## config.mk

```make
export PLATFORM = sky130hd
export DESIGN_NAME = alu_issue
export DESIGN_NICKNAME = d
export VERILOG_FILES = /design/src/rtl/alu_pkg.sv /design/src/rtl/alu_cmd_fifo.sv /design/src/rtl/alu_issue.sv
export SDC_FILE = /design/constraint.sdc
export NUM_CORES = 1
export LEC_CHECK = 0
export CORE_MARGIN = 1.5
export CORE_UTILIZATION = 49
export CTS_CLUSTER_SIZE = 16
export DETAILED_ROUTE_END_ITERATION = 10
export PLACE_DENSITY = 0.71
export REMOVE_ABC_BUFFERS = 1
export SLEW_MARGIN = 20
export SYNTH_ARGS = -nofsm -noshare
export SYNTH_HDL_FRONTEND = slang
export SYNTH_SLANG_ARGS = --single-unit
```

## constraint.sdc

```tcl
create_clock -name iCLK -period 3.4 [get_ports iCLK]
set_input_delay 0.51 -clock iCLK [delete_from_list [all_inputs] [get_ports iCLK]]
set_output_delay 0.51 -clock iCLK [all_outputs]
set_load 0.05 [all_outputs]
```

## src/rtl/alu_pkg.sv

```systemverilog
// Shared definitions for the ALU issue slice: opcodes, FSM states and the
// default command-queue depth.
package alu_pkg;

    localparam int DEPTH_DEFAULT = 4;
    localparam int CMD_WIDTH     = 12;

    localparam logic [3:0] OP_ADD   = 4'h0;
    localparam logic [3:0] OP_SUB   = 4'h1;
    localparam logic [3:0] OP_MUL   = 4'h2;
    localparam logic [3:0] OP_DIV   = 4'h3;
    localparam logic [3:0] OP_MOD   = 4'h4;
    localparam logic [3:0] OP_AND   = 4'h5;
    localparam logic [3:0] OP_OR    = 4'h6;
    localparam logic [3:0] OP_XOR   = 4'h7;
    localparam logic [3:0] OP_NOT   = 4'h8;
    localparam logic [3:0] OP_NAND  = 4'h9;
    localparam logic [3:0] OP_NOR   = 4'ha;
    localparam logic [3:0] OP_XNOR  = 4'hb;
    localparam logic [3:0] OP_INC   = 4'hc;
    localparam logic [3:0] OP_DEC   = 4'hd;
    localparam logic [3:0] OP_RSHFT = 4'he;
    localparam logic [3:0] OP_LSHFT = 4'hf;

    typedef enum logic [1:0] {
        ST_IDLE = 2'd0,
        ST_EXEC = 2'd1,
        ST_HOLD = 2'd2
    } state_t;

    // Divide and modulo by zero are trapped here instead of trusting the ALU.
    function automatic logic isDivZero(input logic [3:0] inst, input logic [3:0] b);
        return ((inst == OP_DIV) || (inst == OP_MOD)) && (b == 4'h0);
    endfunction

endpackage

```

## src/rtl/alu_cmd_fifo.sv

```systemverilog
// Command queue holding packed {A,B,INST} words ahead of the issue FSM.
// Push on full and pop on empty are silently refused.
module alu_cmd_fifo #(
    parameter int DEPTH = 4,
    parameter int WIDTH = 12
) (
    input  logic                     iCLK,
    input  logic                     iRST,
    input  logic                     iPUSH,
    input  logic                     iPOP,
    input  logic [WIDTH-1:0]         iDATA,
    output logic [WIDTH-1:0]         oDATA,
    output logic                     oFULL,
    output logic                     oEMPTY,
    output logic [$clog2(DEPTH):0]   oCOUNT
);

    localparam int AW = $clog2(DEPTH);
    localparam logic [AW:0] FULL_COUNT = (AW + 1)'(DEPTH);

    logic [WIDTH-1:0] r_mem [DEPTH];
    logic [AW-1:0]    r_wrPtr;
    logic [AW-1:0]    r_rdPtr;
    logic [AW:0]      r_count;
    logic             w_push;
    logic             w_pop;

    assign oFULL  = (r_count == FULL_COUNT);
    assign oEMPTY = (r_count == '0);
    assign oCOUNT = r_count;
    assign oDATA  = r_mem[r_rdPtr];
    assign w_push = iPUSH && !oFULL && !iRST;
    assign w_pop  = iPOP && !oEMPTY && !iRST;

    // Storage array needs no reset: the pointers decide what is valid.
    always_ff @(posedge iCLK) begin
        if (w_push) begin
            r_mem[r_wrPtr] <= iDATA;
        end
    end

    // Pointers wrap naturally because DEPTH is a power of two.
    always_ff @(posedge iCLK) begin
        if (iRST) begin
            r_wrPtr <= '0;
            r_rdPtr <= '0;
            r_count <= '0;
        end else begin
            if (w_push) begin
                r_wrPtr <= r_wrPtr + 1'b1;
            end
            if (w_pop) begin
                r_rdPtr <= r_rdPtr + 1'b1;
            end
            case ({w_push, w_pop})
                2'b10:   r_count <= r_count + 1'b1;
                2'b01:   r_count <= r_count - 1'b1;
                default: r_count <= r_count;
            endcase
        end
    end

endmodule

```

## src/rtl/alu_issue.sv

```systemverilog
// Issue stage: queues commands, drives them to an external ALU one at a time
// and holds each captured result until the downstream side takes it.
module alu_issue
    import alu_pkg::*;
#(
    parameter int DEPTH = DEPTH_DEFAULT
) (
    input  logic                     iCLK,
    input  logic                     iRST,
    input  logic                     iVALID,
    output logic                     oREADY,
    input  logic [3:0]               iA,
    input  logic [3:0]               iB,
    input  logic [3:0]               iINST,
    output logic [3:0]               oALU_A,
    output logic [3:0]               oALU_B,
    output logic [3:0]               oALU_INST,
    input  logic [7:0]               iALU_RESULT,
    output logic                     oVALID,
    input  logic                     iREADY,
    output logic [7:0]               oRESULT,
    output logic [3:0]               oINST,
    output logic                     oERR,
    output logic [$clog2(DEPTH):0]   oCOUNT
);

    state_t               r_state;
    logic [3:0]           r_aluA;
    logic [3:0]           r_aluB;
    logic [3:0]           r_aluInst;
    logic                 r_valid;
    logic [7:0]           r_result;
    logic [3:0]           r_inst;
    logic                 r_err;

    logic                 w_full;
    logic                 w_empty;
    logic                 w_push;
    logic                 w_pop;
    logic [CMD_WIDTH-1:0] w_head;

    assign oREADY = !w_full && !iRST;
    assign w_push = iVALID && oREADY;

    alu_cmd_fifo #(
        .DEPTH (DEPTH),
        .WIDTH (CMD_WIDTH)
    ) u_fifo (
        .iCLK   (iCLK),
        .iRST   (iRST),
        .iPUSH  (w_push),
        .iPOP   (w_pop),
        .iDATA  ({iA, iB, iINST}),
        .oDATA  (w_head),
        .oFULL  (w_full),
        .oEMPTY (w_empty),
        .oCOUNT (oCOUNT)
    );

    // Pop only where the FSM is about to load a new command into the ALU regs.
    always_comb begin
        w_pop = 1'b0;
        if (!iRST) begin
            case (r_state)
                ST_IDLE: w_pop = !w_empty;
                ST_HOLD: w_pop = iREADY && !w_empty;
                default: w_pop = 1'b0;
            endcase
        end
    end

    always_ff @(posedge iCLK) begin
        if (iRST) begin
            r_state   <= ST_IDLE;
            r_aluA    <= 4'h0;
            r_aluB    <= 4'h0;
            r_aluInst <= 4'h0;
            r_valid   <= 1'b0;
            r_result  <= 8'h00;
            r_inst    <= 4'h0;
            r_err     <= 1'b0;
        end else begin
            case (r_state)
                ST_IDLE: begin
                    if (w_pop) begin
                        {r_aluA, r_aluB, r_aluInst} <= w_head;
                        r_state <= ST_EXEC;
                    end
                end
                ST_EXEC: begin
                    if (isDivZero(r_aluInst, r_aluB)) begin
                        r_result <= 8'hFF;
                        r_err    <= 1'b1;
                    end else begin
                        r_result <= iALU_RESULT;
                        r_err    <= 1'b0;
                    end
                    r_inst  <= r_aluInst;
                    r_valid <= 1'b1;
                    r_state <= ST_HOLD;
                end
                ST_HOLD: begin
                    if (iREADY) begin
                        r_valid <= 1'b0;
                        if (w_pop) begin
                            {r_aluA, r_aluB, r_aluInst} <= w_head;
                            r_state <= ST_EXEC;
                        end else begin
                            r_state <= ST_IDLE;
                        end
                    end
                end
                default: r_state <= ST_IDLE;
            endcase
        end
    end

    assign oALU_A    = r_aluA;
    assign oALU_B    = r_aluB;
    assign oALU_INST = r_aluInst;
    assign oVALID    = r_valid;
    assign oRESULT   = r_result;
    assign oINST     = r_inst;
    assign oERR      = r_err;

endmodule

```

==> results of run 1 <==
-- worst max-delay path, cell delays in order --
cell and delay, ns:
clkdlybuf4s50_1 0.56, nor4_1 0.41, ha_1 0.24, inv_1 0.07, fa_1 0.38, xor2_1 0.16, or3_1 0.31, a21oi_1 0.14
-- cell usage in the layout, fill, tap and decap left out, drive strengths merged, types with 2 or more instances in the layout --
master / instances
a21oi: 30
and2: 4
buf: 4
clkbuf: 9
clkdlybuf4s50: 52
clkinv: 2
clkinvlp: 2
dfxtp: 37
edfxtp: 48
ha: 5
inv: 11
mux2: 2
mux4: 12
nand2: 11
nand2b: 2
nand4: 13
nor2: 16
nor2b: 3
nor3: 2
nor3b: 3
nor4: 2
o21ai: 10
o31ai: 13
or3: 2
xor2: 2
-- cell type report --
class | instances | area (µm²)
Timing Repair Buffer | 56 | 551
Sequential cell | 85 | 2180
Clock buffer | 9 | 124
Clock inverter | 6 | 47.5
Fill cell | 513 | 2390
Multi-Input combinational cell | 139 | 1070
Tap cell | 77 | 96.3
Inverter | 9 | 33.8
-- flip-flops by register name (all words and copies together) (netlist names), named ones only --
name,flops
u_fifo.r_mem,48
oRESULT,8
oALU_A,4
oALU_B,4
oALU_INST,4
oINST,4
u_fifo.oCOUNT,3
r_state,2
u_fifo.r_rdPtr,2
u_fifo.r_wrPtr,2
oERR,1
oVALID,1
-- kinds of logic after synthesis --
kind of cell	after synthesis	share of synthesized area, %
DFF	85	64.9
and+or+nand+nor	60	9.61
AOI/OAI and AO/OA	56	9.57
buffers and inverters	24	3.35
muxes	15	9.57
adders and majority gates	6	2.46
xor gates and xnor gates	2	0.521
-- worst paths after layout --
kind | startpoint | endpoint | slack, ns | cells past startpoint
max | iRST | u_fifo.oCOUNT[2] | 0.89 | 8
min | oINST[3] | oINST[3] | 0.46 | 2
max reg2reg | u_fifo.oCOUNT[0] | u_fifo.oCOUNT[2] | 0.95 | 8
min reg2reg | oINST[3] | oINST[3] | 0.46 | 2
-- through the flow --
stage	setup WS (ns)	std cells
after floorplan	0.915	233
after global placement	0.669	366
after detailed placement	0.577	366
after CTS	0.951	381
after global routing	0.771	381
final	0.889	381
-- layer usage --
layer	track usage [%]	vias up	part of all wire [%]
met5	0	-	0
met4	7.48	0	1.1
met3	3.95	8	3.6
met2	28.6	48	49
met1	24.3	992	46
li1	-	1046	-
-- where the power goes --
group / leakage [nW] / internal [W] / switching, W
Combinational: 0.559 / 0.000480 / 0.000887
Sequential: 0.738 / 0.00127 / 0.000148
Clock: 0.0822 / 0.000267 / 0.000361
Total: 1.38 / 0.00202 / 0.00140
==> results.cfg, run 1 <==
[placed_design]
port_buffers = 53
gp_congestion = 0.774
placed_cell_area_um2 = 3930
place_hpwl_mm = 4.20

[sta]
finClkSkew_ns = 0.0131
slew_violations = 0
period_share_pct = 73.9
worst_pin_slew_ns = 0.944
layout_min_cycle_time_ns = 2.51
setup_tns_ns = 0
hold_ws_ns = 0.456
slew-limit-headroom_pct = 36.7
setup_viol = 0
hold_viol = 0
rsz0062_at_grt = false
max_freq_mhz = 398

[layout]
design_area_um2 = 4100
antenna_cells = 0
final_util_pct = 63.1
nets = 330
drive_gt1_share_pct = 9.54
area_growth_syn_to_layout_pct = 22.0

[logic_synthesis]
synthTopCellsByCount = edfxtp_1 (48), dfxtp_1 (37), a21oi_1 (30)
synth-seq-cells = 85
synth.area.top_cells = edfxtp_1 (43%), dfxtp_1 (22%), mux4_2 (4.7%)
yosysMostFrequentCell = edfxtp_1
avgSynthCellArea_um2 = 13.6
synth_area_leader_cell = edfxtp_1
synthCells = 248
synth_edf_count = 48
yosys.area.top_type_share_pct = 42.9
ys_async_sr_fraction_pct = 0
synth_flop_cell = edfxtp_1
synthesis.area_um2 = 3360
ys.warnings.count = 0
synth-seq-area-share_pct = 64.9
yosysUniqueCellTypes = 36

[run]
cap_violations = 0

[min_path]
hp-class = reg -> reg

[worst_setup_path]
start_kind = input pin
setup.worst_path.end_class = flip-flop
crit_required_ns = 3.67
crit_path_max_fanout = 8
worstPathArrival_ns = 2.78
critPathKind = in -> reg

[power_and_ir_drop]
ir_drop_mv = 0.329
leakagePower_nw = 1.38
power_w = 0.00341
p_per_area_nw_per_um2 = 832

[clocking]
cts_hold_buf = 0
cts_buffer_depth = 2
ctsResizeCount = 0
clkLatencyLatePin_ns = 0.35
cts_htree_levels = 3
postCtsSetupBuffers = 0
clock-sinks = 85
cts_tree = built
clk_pin_slew_ns = 0.09
cts_root_buf = clkbuf_8
cts_buffers = 9

[status]
status = completed

[detailed_routing]
detail-route-antenna-nets = 0
drt_iter0_drc = 99
avgRoutedWirePerCell_um = 16.0
viasPerCell = 5.50
finalWirelength_mm = 6.09
drt_first_pass_iters = 4
drc = 0
via_count = 2094

[floorplan]
start_util_pct = 51.7
dieWidth_um = 85.8
rows = 29
core-area_um2 = 6490
io_pins = 54
die_h_um = 85.8
die_area_um2 = 7360

[global_routing]
grt.total_usage_pct = 18.0
grt_pass1_vias = 2000
antenna_found_initial = 0
grt_first_pass_wirelength_mm = 10.0
grt_max_degree = 26
overflow = 0
No activity file was read; power rests on OpenSTA's default activity.
==> run 2, diff against run 1 <==
==> constraint.sdc (replaced) <==
create_clock -name iCLK -period 2.6 [get_ports iCLK]
set_input_delay 0.39 -clock iCLK [delete_from_list [all_inputs] [get_ports iCLK]]
set_output_delay 0.39 -clock iCLK [all_outputs]
set_load 0.05 [all_outputs]
==> run 2 against run 1 <==
Effect of this change:
- first-iteration DRC count grew 16%
- clock skew shrank 0.00085 ns
- flip-flop and latch count is the same
- non-clock buffer count grew 9
- total power grew 36%
- hold slack gained 0.0031 ns
- critical path type is now reg -> reg
- highest routed layer unchanged
==> results.cfg, run 2 (synthesis gave the netlist of run 1 again) <==
[status]
status = completed

[clocking]
cts_tree = built
cts_hold_buf = 0
cts_buffers = 9
ctsResizeCount = 0
cts_buffer_depth = 2
clk_pin_slew_ns = 0.09
clkLatencyLatePin_ns = 0.36
postCtsSetupBuffers = 0
cts_root_buf = clkbuf_8
cts_htree_levels = 3
clock-sinks = 85

[power_and_ir_drop]
p_sw_w = 0.00187
p_comb_share_pct = 40.2
p_per_area_nw_per_um2 = 1110
seqPwrFrac_pct = 39.3
p_sw_share_pct = 40.2
leakagePower_nw = 1.45
p_int_w = 0.00279
pwr-share-clk_pct = 20.5
power_w = 0.00466
ir_drop_mv = 0.458

[worst_setup_path]
crit_required_ns = 2.89
rrSetupSlack_ns = 0.40
reg2reg_from = u_fifo.oCOUNT[2]
worstPathArrival_ns = 2.49
start_kind = flip-flop
rr_endpoint = u_fifo.oCOUNT[2]
setup.worst_path.end_class = flip-flop
crit_end = u_fifo.oCOUNT[2]
crit_path_max_fanout = 6
crit_start = u_fifo.oCOUNT[2]
r2r_cells = 9
critPathKind = reg -> reg

[layout]
drive_gt1_share_pct = 12.4
antenna_cells = 0
top_register = u_fifo.r_mem
area_growth_syn_to_layout_pct = 25.4
mostFrequentLayoutCells = clkdlybuf4s50_1 (52), edfxtp_1 (48), dfxtp_1 (37)
final_common_cell = clkdlybuf4s50_1
multi_input_area_um2 = 1070
nFillCells = 486
ff_latch_area_um2 = 2180
nets = 339
final_util_pct = 64.9
largest_reg_flops = 48

[placed_design]
port_buffers = 53
place_hpwl_mm = 4.14
gp_congestion = 0.777
dp_worst_setup_slack_ns = 0.101

[run]
cap_violations = 0

[floorplan]
core-area_um2 = 6490
dieWidth_um = 85.8
start_util_pct = 51.7
rows = 29
io_pins = 54
die_h_um = 85.8
die_area_um2 = 7360

[detailed_routing]
detail-route-antenna-nets = 0
avgRoutedWirePerCell_um = 16.0
drt_iter0_drc = 115
finalWirelength_mm = 6.26
via_count = 2161
viasPerCell = 5.53
drt_first_pass_iters = 4
drc = 0

[sta]
worst_pin_slew_ns = 0.785
slew_violations = 0
hold_ws_ns = 0.459
finClkSkew_ns = 0.0123
fin_ws_ns = 0.399
rsz0062_at_grt = false
setup_viol = 0
setup_tns_ns = 0
slew-limit-headroom_pct = 47.5
layout_min_cycle_time_ns = 2.20
max_freq_mhz = 454
period_share_pct = 84.7
hold_viol = 0

[global_routing]
grt_first_pass_wirelength_mm = 10.1
grt_pass1_vias = 2010
overflow = 0
grt_max_degree = 31
antenna_found_initial = 0
grt.total_usage_pct = 18.4

[min_path]
worstHoldPathCells = 2
hp-class = reg -> reg
## run 2: worst min path at each step
stage / startpoint / to / slack, ns
after global routing: oINST[1] / oINST[1] / 0.48
after global placement: oINST[0] / oINST[0] / 0.44
final: oINST[3] / oINST[3] / 0.46
after floorplan: iRST / flip-flop / 0.46
after CTS: oERR / oERR / 0.46
after detailed placement: oERR / oERR / 0.45
## run 2: power groups by stage
stage               sequential, W  combinational, W  clock [W]
floorplan                 0.00242          0.000666          0
global placement          0.00185           0.00186          0
detailed placement        0.00186           0.00187          0
CTS                       0.00183           0.00188   0.000978
global route              0.00186           0.00201    0.00104
finish                    0.00183           0.00187   0.000954
## run 2: worst max-delay path: stages, from the launching register on
cell     delay (ns)
dfxtp_1        0.42
nor3b_1        0.35
nor3b_2        0.09
inv_1          0.06
ha_1           0.18
inv_1          0.07
fa_1           0.37
xor2_1         0.16
or3_1          0.30
a21oi_1        0.14
## run 2: layer usage
| metal | global-route usage (%) | wire length (µm) | up-vias |
|---|---|---|---|
| met3 | 3.85 | 263 | 9 |
| met4 | 8.80 | 86 | 0 |
| met2 | 29.0 | 2990 | 58 |
| li1 | - | - | 1066 |
| met1 | 24.5 | 2920 | 1028 |
| met5 | 0 | 0 | - |
## run 2: layout make-up
| type | instances | area share, % |
|---|---|---|
| clock buffers | 9 | 2.94 |
| clock inverters | 7 | 1.93 |
| inverters | 9 | 0.802 |
| multi-input cells | 139 | 25.3 |
| flip-flops and latches | 85 | 51.8 |
| well taps | 77 | 2.29 |
| repair buffers | 65 | 15.0 |
## run 2: per-stage QoR
step                area, µm²  std cells
finish                   4210        391
global route             4210        391
CTS                      4210        391
detailed placement       4010        375
global placement         4010        375
floorplan                3280        233
